<file path="src/rtl/sd_block_server.sv">
// rtl/sd_block_server.sv - SD block responder moving 512-byte blocks between local memory and four drive buffers
module sd_block_server #(
    parameter int MEM_AW   = 22,
    parameter int LBA_BITS = 11,
    parameter int DIN_LAT  = 2
) (
    input  logic                    CLK,
    input  logic                    RESET,
    input  logic [3:0][31:0]        sd_lba,
    input  logic [3:0]              sd_rd,
    input  logic [3:0]              sd_wr,
    output logic [3:0]              sd_ack,
    output logic [8:0]              sd_buff_addr,
    output logic [7:0]              sd_buff_dout,
    input  logic [3:0][7:0]         sd_buff_din,
    output logic                    sd_buff_wr,
    output logic [MEM_AW-1:0]       mem_addr,
    output logic                    mem_rd,
    output logic                    mem_wr,
    output logic [7:0]              mem_wdata,
    input  logic [7:0]              mem_rdata,
    input  logic                    mem_ready,
    output logic                    busy
);

    localparam int LW = (DIN_LAT > 1) ? $clog2(DIN_LAT + 1) : 1;

    typedef enum logic [2:0] {
        IDLE, GRANT, RD_MEM, RD_PUSH, WR_ADDR, WR_WAIT, WR_MEM, DONE
    } state_t;

    state_t                 state_q;
    logic [1:0]             ptr_q;
    logic [1:0]             pick_q;
    logic [1:0]             sel_q;
    logic [LBA_BITS-1:0]    lba_q;
    logic                   range_ok_q;
    logic [8:0]             i_q;
    logic [LW-1:0]          lat_q;
    logic [3:0]             ack_q;
    logic [8:0]             buff_addr_q;
    logic [7:0]             buff_dout_q;
    logic                   buff_wr_q;
    logic [MEM_AW-1:0]      mem_addr_q;
    logic                   mem_rd_q;
    logic                   mem_wr_q;
    logic [7:0]             mem_wdata_q;

    logic [3:0]             pend;
    logic [1:0]             pick_d;
    logic [MEM_AW-1:0]      xfer_addr;

    assign pend      = sd_rd | sd_wr;
    assign xfer_addr = MEM_AW'({sel_q, lba_q, i_q});

    // Scan downwards so the nearest pending drive at or after ptr wins.
    always_comb begin
        pick_d = ptr_q;
        for (int k = 3; k >= 0; k--) begin
            if (pend[ptr_q + 2'(k)]) begin
                pick_d = ptr_q + 2'(k);
            end
        end
    end

    always_ff @(posedge CLK or posedge RESET) begin
        if (RESET) begin
            state_q     <= IDLE;
            ptr_q       <= 2'd0;
            pick_q      <= 2'd0;
            sel_q       <= 2'd0;
            lba_q       <= '0;
            range_ok_q  <= 1'b0;
            i_q         <= 9'd0;
            lat_q       <= '0;
            ack_q       <= 4'd0;
            buff_addr_q <= 9'd0;
            buff_dout_q <= 8'd0;
            buff_wr_q   <= 1'b0;
            mem_addr_q  <= '0;
            mem_rd_q    <= 1'b0;
            mem_wr_q    <= 1'b0;
            mem_wdata_q <= 8'd0;
        end else begin
            case (state_q)
                IDLE: begin
                    if (|pend) begin
                        pick_q  <= pick_d;
                        state_q <= GRANT;
                    end
                end
                GRANT: begin
                    sel_q       <= pick_q;
                    lba_q       <= sd_lba[pick_q][LBA_BITS-1:0];
                    range_ok_q  <= (sd_lba[pick_q][31:LBA_BITS] == '0);
                    ack_q       <= 4'd1 << pick_q;
                    ptr_q       <= pick_q + 2'd1;
                    i_q         <= 9'd0;
                    buff_addr_q <= 9'd0;
                    state_q     <= sd_rd[pick_q] ? RD_MEM : WR_ADDR;
                end
                RD_MEM: begin
                    if (!range_ok_q) begin
                        buff_dout_q <= 8'd0;
                        buff_addr_q <= i_q;
                        buff_wr_q   <= 1'b1;
                        state_q     <= RD_PUSH;
                    end else if (!mem_rd_q) begin
                        mem_rd_q   <= 1'b1;
                        mem_addr_q <= xfer_addr;
                    end else if (mem_ready) begin
                        mem_rd_q    <= 1'b0;
                        buff_dout_q <= mem_rdata;
                        buff_addr_q <= i_q;
                        buff_wr_q   <= 1'b1;
                        state_q     <= RD_PUSH;
                    end
                end
                RD_PUSH: begin
                    buff_wr_q <= 1'b0;
                    if (i_q == 9'd511) begin
                        state_q <= DONE;
                    end else begin
                        i_q     <= i_q + 9'd1;
                        state_q <= RD_MEM;
                    end
                end
                WR_ADDR: begin
                    // sd_buff_addr already shows i; this is the first of DIN_LAT cycles.
                    if (DIN_LAT <= 1) begin
                        mem_wdata_q <= sd_buff_din[sel_q];
                        state_q     <= WR_MEM;
                    end else begin
                        lat_q   <= LW'(2);
                        state_q <= WR_WAIT;
                    end
                end
                WR_WAIT: begin
                    if (lat_q == LW'(DIN_LAT)) begin
                        mem_wdata_q <= sd_buff_din[sel_q];
                        state_q     <= WR_MEM;
                    end else begin
                        lat_q <= lat_q + LW'(1);
                    end
                end
                WR_MEM: begin
                    if (range_ok_q && !mem_wr_q) begin
                        mem_wr_q   <= 1'b1;
                        mem_addr_q <= xfer_addr;
                    end else if (!range_ok_q || mem_ready) begin
                        mem_wr_q <= 1'b0;
                        if (i_q == 9'd511) begin
                            state_q <= DONE;
                        end else begin
                            i_q         <= i_q + 9'd1;
                            buff_addr_q <= i_q + 9'd1;
                            state_q     <= WR_ADDR;
                        end
                    end
                end
                DONE: begin
                    ack_q       <= 4'd0;
                    buff_addr_q <= 9'd0;
                    state_q     <= IDLE;
                end
                default: state_q <= IDLE;
            endcase
        end
    end

    assign sd_ack       = ack_q;
    assign sd_buff_addr = buff_addr_q;
    assign sd_buff_dout = buff_dout_q;
    assign sd_buff_wr   = buff_wr_q;
    assign mem_addr     = mem_addr_q;
    assign mem_rd       = mem_rd_q;
    assign mem_wr       = mem_wr_q;
    assign mem_wdata    = mem_wdata_q;
    assign busy         = (state_q != IDLE);

endmodule

</file>
<file path="config.mk">
export PLATFORM = sky130hd
export DESIGN_NAME = sd_block_server
export DESIGN_NICKNAME = d
export VERILOG_FILES = /design/src/rtl/sd_block_server.sv
export SDC_FILE = /design/constraint.sdc
export NUM_CORES = 1
export LEC_CHECK = 0
export CAP_MARGIN = 20
export CORE_ASPECT_RATIO = 0.8
export CORE_UTILIZATION = 33
export DETAILED_ROUTE_END_ITERATION = 10
export MAX_ROUTING_LAYER = met4
export PLACE_DENSITY = 0.68
export SETUP_SLACK_MARGIN = 0.5
export SYNTH_ARGS = -nofsm -noshare
export SYNTH_HDL_FRONTEND = slang
export SYNTH_SLANG_ARGS = --single-unit
export TNS_END_PERCENT = 20
</file>
<file path="constraint.sdc">
create_clock -name CLK -period 3.6 [get_ports CLK]
set_input_delay 0.72 -clock CLK [delete_from_list [all_inputs] [get_ports CLK]]
set_output_delay 0.72 -clock CLK [all_outputs]
set_load 0.02 [all_outputs]
</file>
==> results of run 1 <==
## per-stage QoR
stage | setup WS [ns] | power (mW) | std cells
detailed placement | 0.809 | 4.26 | 812
CTS | 0.825 | 5.28 | 828
floorplan | 0.658 | 3.27 | 415
finish | 0.831 | 5.20 | 828
global placement | 0.951 | 4.15 | 811
global route | 0.700 | 5.56 | 828
## final timing paths
path | from | end | slack [ns] | cells after the start
worst min register to register | lba_q[2]$_DFFE_PP0N_ | mem_addr[11]$_DFFE_PP0P_ | 0.48 | 1
max in group asynchronous | RESET | sd_buff_wr$_DFFE_PP0P_ | 2.05 | 3
min in group asynchronous | RESET | mem_wdata[0]$_DFFE_PP0P_ | 0.84 | 2
worst min-delay path | lba_q[2]$_DFFE_PP0N_ | mem_addr[11]$_DFFE_PP0P_ | 0.48 | 1
worst max register to register | i_q[0]$_DFFE_PP0P_ | i_q[5]$_DFFE_PP0P_ | 0.87 | 10
worst max-delay path | state_q[0]$_DFFE_PP0P_ | busy | 0.83 | 3
## sequential cells by signal, summed over array words and instances, names as in the netlist, 2 cells and up
| signal | flops |
|---|---|
| mem_addr | 22 |
| lba_q | 11 |
| i_q | 9 |
| sd_buff_addr | 9 |
| mem_wdata | 8 |
| sd_buff_dout | 8 |
| sd_ack | 4 |
| state_q | 3 |
| lat_q | 2 |
| pick_q | 2 |
| ptr_q | 2 |
| sel_q | 2 |
## placed cells by master, fill, tap and decap left out, types with 5 or more instances in the layout
cell type	count
ha_1	7
dfrtp_1	86
o31ai_1	8
o21ai_1	11
nand4_1	5
inv_1	9
nor2_1	24
nand2_1	43
mux2_1	26
clkdlybuf4s50_1	233
nand2b_1	5
clkbuf_16	9
o21ai_0	27
a21oi_1	8
mux4_2	20
nand3_1	8
nor4_1	19
mux2_2	16
mux2_4	8
and3_1	5
## power by group
part | switching (mW) | total, mW | internal (mW)
combinational | 1.17 | 2.49 | 1.32
sequential | 0.401 | 1.72 | 1.32
clock | 0.383 | 0.993 | 0.610
total | 1.96 | 5.20 | 3.25
## worst max-delay path: stages, from the launching register on
cell             delay [ns]
dfrtp_1                0.62
nor3_2                 0.40
inv_1                  0.08
clkdlybuf4s50_1        0.61
## layout make-up
cell class | instances | area (sq um)
clock buffers | 11 | 233
fillers | 1174 | 6230
inverters | 11 | 42.5
clock inverters | 5 | 83.8
well taps | 180 | 225
repair buffers | 239 | 2410
multi-input cells | 296 | 2410
flip-flops and latches | 86 | 2150
## layer usage
metal / share of wire, % / GRT usage, %
met2: 51 / 34.2
met5: 0 / -
met1: 42 / 23.3
met4: 1.7 / 5.63
met3: 5.6 / 4.32
## cell families (layout without fill, tap and decap cells)
logic type | Yosys count | after routing | synth area share (%)
XOR/XNOR | 1 | 1 | 0.185
AND/OR/NAND/NOR | 137 | 137 | 15.7
buffers and inverters | 33 | 266 | 3.65
adder cells (fa/ha/maj) | 7 | 7 | 1.85
flip-flops | 86 | 86 | 45.5
multiplexers | 73 | 73 | 22.7
AO/OA/AOI/OAI | 78 | 78 | 10.4
==> results.yml, run 1 <==
worst_setup_path:
  start_kind: "flip-flop"
  cp-end-kind: "primary output"
  crit_arrival_ns: 2.05
  path_max_fanout: 21
  critPathRequiredTime_ns: 2.88
  setup.worst_path.class: "reg -> out"
routing:
  drtAntennaViolNets: 0
  wl_mm: 14.1
  wl_per_cell_um: 17.1
  drc_errors: 0
  drtIter0Drc: 213
  drt_first_pass_iters: 4
  vias: 4255
  vias_per_cell: 5.14
sta:
  setup_tns_ns: 0
  hold_viol: 0
  layout_min_cycle_time_ns: 2.77
  relSlewSlack_pct: 30.4
  finClkSkew_ns: 0.00741
  fin_crit_sh_pct: 76.9
  rsz0062_at_grt: "no"
  finalSetupViolCount: 0
  worst_pin_slew_ns: 1.04
  max_freq_mhz: 361
  holdWs_ns: 0.482
  slew_violations: 0
global_route:
  grt_pass1_vias: 4375
  grt_max_degree: 45
  grt_overflow: 0
  globalRouteTotalUtil_pct: 19.8
  antenna_found_initial: 0
  grt_first_pass_wirelength_mm: 21.7
place:
  portBuffers: 233
  dpl.hpwl_mm: 11.1
  placed_area_sq_mm: 0.00724
  gp_congestion: 0.800
yosys:
  synth_area_leaders: "dfrtp_1 (45%), mux4_2 (9.5%), mux2_1 (6.2%)"
  synth_area_per_cell_sq_um: 11.4
  synth_common_cells: "dfrtp_1 (86), nand2_1 (43), o21ai_0 (27), mux2_1 (26), nor2_1 (24)"
  ys_warn_count: 0
  yosysMostFrequentCell: "dfrtp_1"
  yosys_most_used_dff: "dfrtp_1"
  synth-seq-cells: 86
  syn-num-nets: 601
  syn_area_sq_mm: 0.00473
  synth_edf_count: 0
  async_reset_ff_share_pct: 100
  yosysTopAreaCell: "dfrtp_1"
  synth_sequential_area_ratio_pct: 45.5
  synth_top_area_share_pct: 45.5
  synth_cell_type_count: 57
  syn_inst: 415
clocking:
  cts_max_level: 3
  post_cts_resized: 0
  cts_setup_buffers: 0
  clk_pin_slew_ns: 0.06
  clk_latency_ns: 0.34
  root_buffer: "clkbuf_16"
  cts_num_sinks: 86
  numCtsBuffers: 9
  hold_buffers: 0
  clockBufferDepth: 2
  cts_tree: "yes"
run:
  cap_violations: 0
die:
  die_area_sq_mm: 0.0148
  die_x_um: 136
  num_rows: 38
  initial_core_util_pct: 34.3
  core-area_sq_mm: 0.0138
  pin_count: 234
  chipHeight_um: 109
pwr:
  ir_worst_vdd_mv: 0.331
  powerDensity_mw_per_mm2: 688
  power.leakage_nw: 3.05
layout:
  antenna_cells: 0
  nets: 829
  drive_gt1_share_pct: 12.5
  final_area_sq_mm: 0.00756
  syn_to_final_growth_pct: 59.7
  final_util_pct: 54.8
outcome:
  status: "finished, final reports clean"
hold_path:
  min_path_type: "reg -> reg"
Power figures use the tool's default switching activity.
==> inputs of run 2 (changes only) <==
- clock period: 3.6 -> 2.7 ns (I/O delays scaled with it)
==> run 2 against run 1 <==
Net effect: non-clock buffer count increased by 22; worst setup slack got worse by 0.41 ns; via count rose by 2.8%; worst hold slack got worse by 0.0013 ns; clock power grew 34%; first-iteration DRC count grew 2.3%; total power rose by 39%; clock-buffer cell count rose by 2; global-route usage grew 0.086 points; critical endpoint is now sd_buff_addr[2]$_DFFE_PP0P_; die area unchanged; sequential cell count stayed put; final cell count is 2.7% higher.
==> results.yml, run 2 (same netlist as run 1, synthesis figures left out) <==
routing:
  vias_per_cell: 5.15
  wl_per_cell_um: 17.1
  drtAntennaViolNets: 0
  wl_mm: 14.5
  drc_errors: 0
  vias: 4376
  drt_first_pass_iters: 6
  drtIter0Drc: 218
clocking:
  numCtsBuffers: 9
  hold_buffers: 0
  clk_latency_ns: 0.34
  cts_num_sinks: 86
  clockBufferDepth: 2
  cts_max_level: 3
  root_buffer: "clkbuf_16"
  cts_tree: "yes"
  clk_pin_slew_ns: 0.06
die:
  chipHeight_um: 109
  num_rows: 38
  pin_count: 234
  die_area_sq_mm: 0.0148
  initial_core_util_pct: 34.3
  core-area_sq_mm: 0.0138
  die_x_um: 136
sta:
  setup_ws_ns: 0.423
  worst_pin_slew_ns: 0.776
  setup_tns_ns: 0
  slew_violations: 0
  fin_crit_sh_pct: 84.3
  finClkSkew_ns: 0.00543
  layout_min_cycle_time_ns: 2.28
  finalSetupViolCount: 0
  holdWs_ns: 0.481
  hold_viol: 0
  relSlewSlack_pct: 48.2
  max_freq_mhz: 439
  rsz0062_at_grt: "yes"
worst_setup_path:
  cp-end-kind: "flip-flop"
  setup.worst_path.class: "reg -> reg"
  path_max_fanout: 5
  slowest_stage: "dfrtp_1"
  path_cells: "ha_2 -> and3_4 -> and3_4 -> and3_4 -> ha_4 -> nand2b_4 -> a21oi_2 -> a211oi_4 -> nand3_4 -> buf_6 -> mux2_4"
  slowest_delay_ns: 0.38
  critPathRequiredTime_ns: 2.92
  crit_buf_inv: 1
  cpMostUsedCell: "and3_4"
  start_kind: "flip-flop"
  crit_arrival_ns: 2.50
  crit_family: "simple AND/OR/NAND/NOR gates"
place:
  dp.cells: 819
  portBuffers: 233
  gp_congestion: 0.830
  place_ws_ns: 0.155
  dpl.hpwl_mm: 11.2
layout:
  layout_commonest_cell: "clkdlybuf4s50_1"
  antenna_cells: 0
  largest_reg_flops: 22
  nets: 851
  fin_cells: 850
  final_cell_mix: "clkdlybuf4s50_1 (232), dfrtp_1 (85), nand2_1 (42), mux2_1 (26), o21ai_0 (25)"
  drive_gt1_share_pct: 16.9
  syn_to_final_growth_pct: 64.7
hold_path:
  min_path_type: "reg -> reg"
pwr:
  ir_worst_vdd_mv: 0.441
  powerDensity_mw_per_mm2: 925
  power.leakage_nw: 3.15
outcome:
  status: "finished, final reports clean"
global_route:
  gr-max-usage-layer: "met2"
  grt_first_pass_wirelength_mm: 21.9
  antenna_found_initial: 0
  globalRouteTotalUtil_pct: 19.9
  grt_overflow: 0
  met3_usage_pct: 5.25
  gr-usage-met2_pct: 35.1
  grt_pass1_vias: 4514
  use_met1_pct: 22.3
  grt_max_degree: 41
run:
  cap_violations: 0
[run 2: metal layers]
| layer | routed length [um] | share of wire [%] |
|---|---|---|
| met5 | 0 | 0 |
| met2 | 7620 | 52 |
| met4 | 178 | 1.2 |
| met3 | 1070 | 7.4 |
| met1 | 5650 | 39 |
[run 2: layout make-up]
cell class	count	area, sq um
fill	1140	5990
timing repair buffer	261	2570
multi-input combinational	296	2480
sequential	86	2150
clock buffer	13	250
tap	180	225
clock inverter	3	67.6
inverter	11	45.0
[run 2: worst min-delay path: stages, from the launching register on]
cell	delay, ns
dfrtp_1	0.34
nand2_1	0.05
o21ai_0	0.06
[run 2: timing repair]
action / in CTS / in global routing
pin swaps: 4 / 3
resized for setup: 17 / 4
setup endpoints to repair: 19 / 19
setup buffers: 10 / 5
hold endpoints to repair: 0 / 0
[run 2: final timing paths]
path / startpoint / to / slack [ns] / cells after the start
max: i_q[0]$_DFFE_PP0P_ / sd_buff_addr[2]$_DFFE_PP0P_ / 0.42 / 11
min: mem_addr[21]$_DFFE_PP0P_ / mem_addr[21]$_DFFE_PP0P_ / 0.48 / 2
max reg2reg: i_q[0]$_DFFE_PP0P_ / sd_buff_addr[2]$_DFFE_PP0P_ / 0.42 / 11
min reg2reg: mem_addr[21]$_DFFE_PP0P_ / mem_addr[21]$_DFFE_PP0P_ / 0.48 / 2
max in group asynchronous: RESET / mem_rd$_DFFE_PP0P_ / 1.42 / 3
min in group asynchronous: RESET / i_q[6]$_DFFE_PP0P_ / 0.62 / 2
[run 2: power breakdown]
group / leakage [nW] / internal, mW / switching [mW]
clock network: 0.150 / 0.837 / 0.495
logic: 1.91 / 1.93 / 1.73
registers: 1.09 / 1.76 / 0.460
total: 3.15 / 4.53 / 2.68
[run 2: stage by stage]
step                      utilization, %  power [mW]  instance area (sq um)
after floorplan                        -        4.36                   4740
after global placement              52.8        5.59                   7280
after detailed placement            52.8        5.70                   7280
after CTS                           56.1        7.20                   7740
after global routing                56.6        7.67                   7800
final                               56.6        7.21                   7800
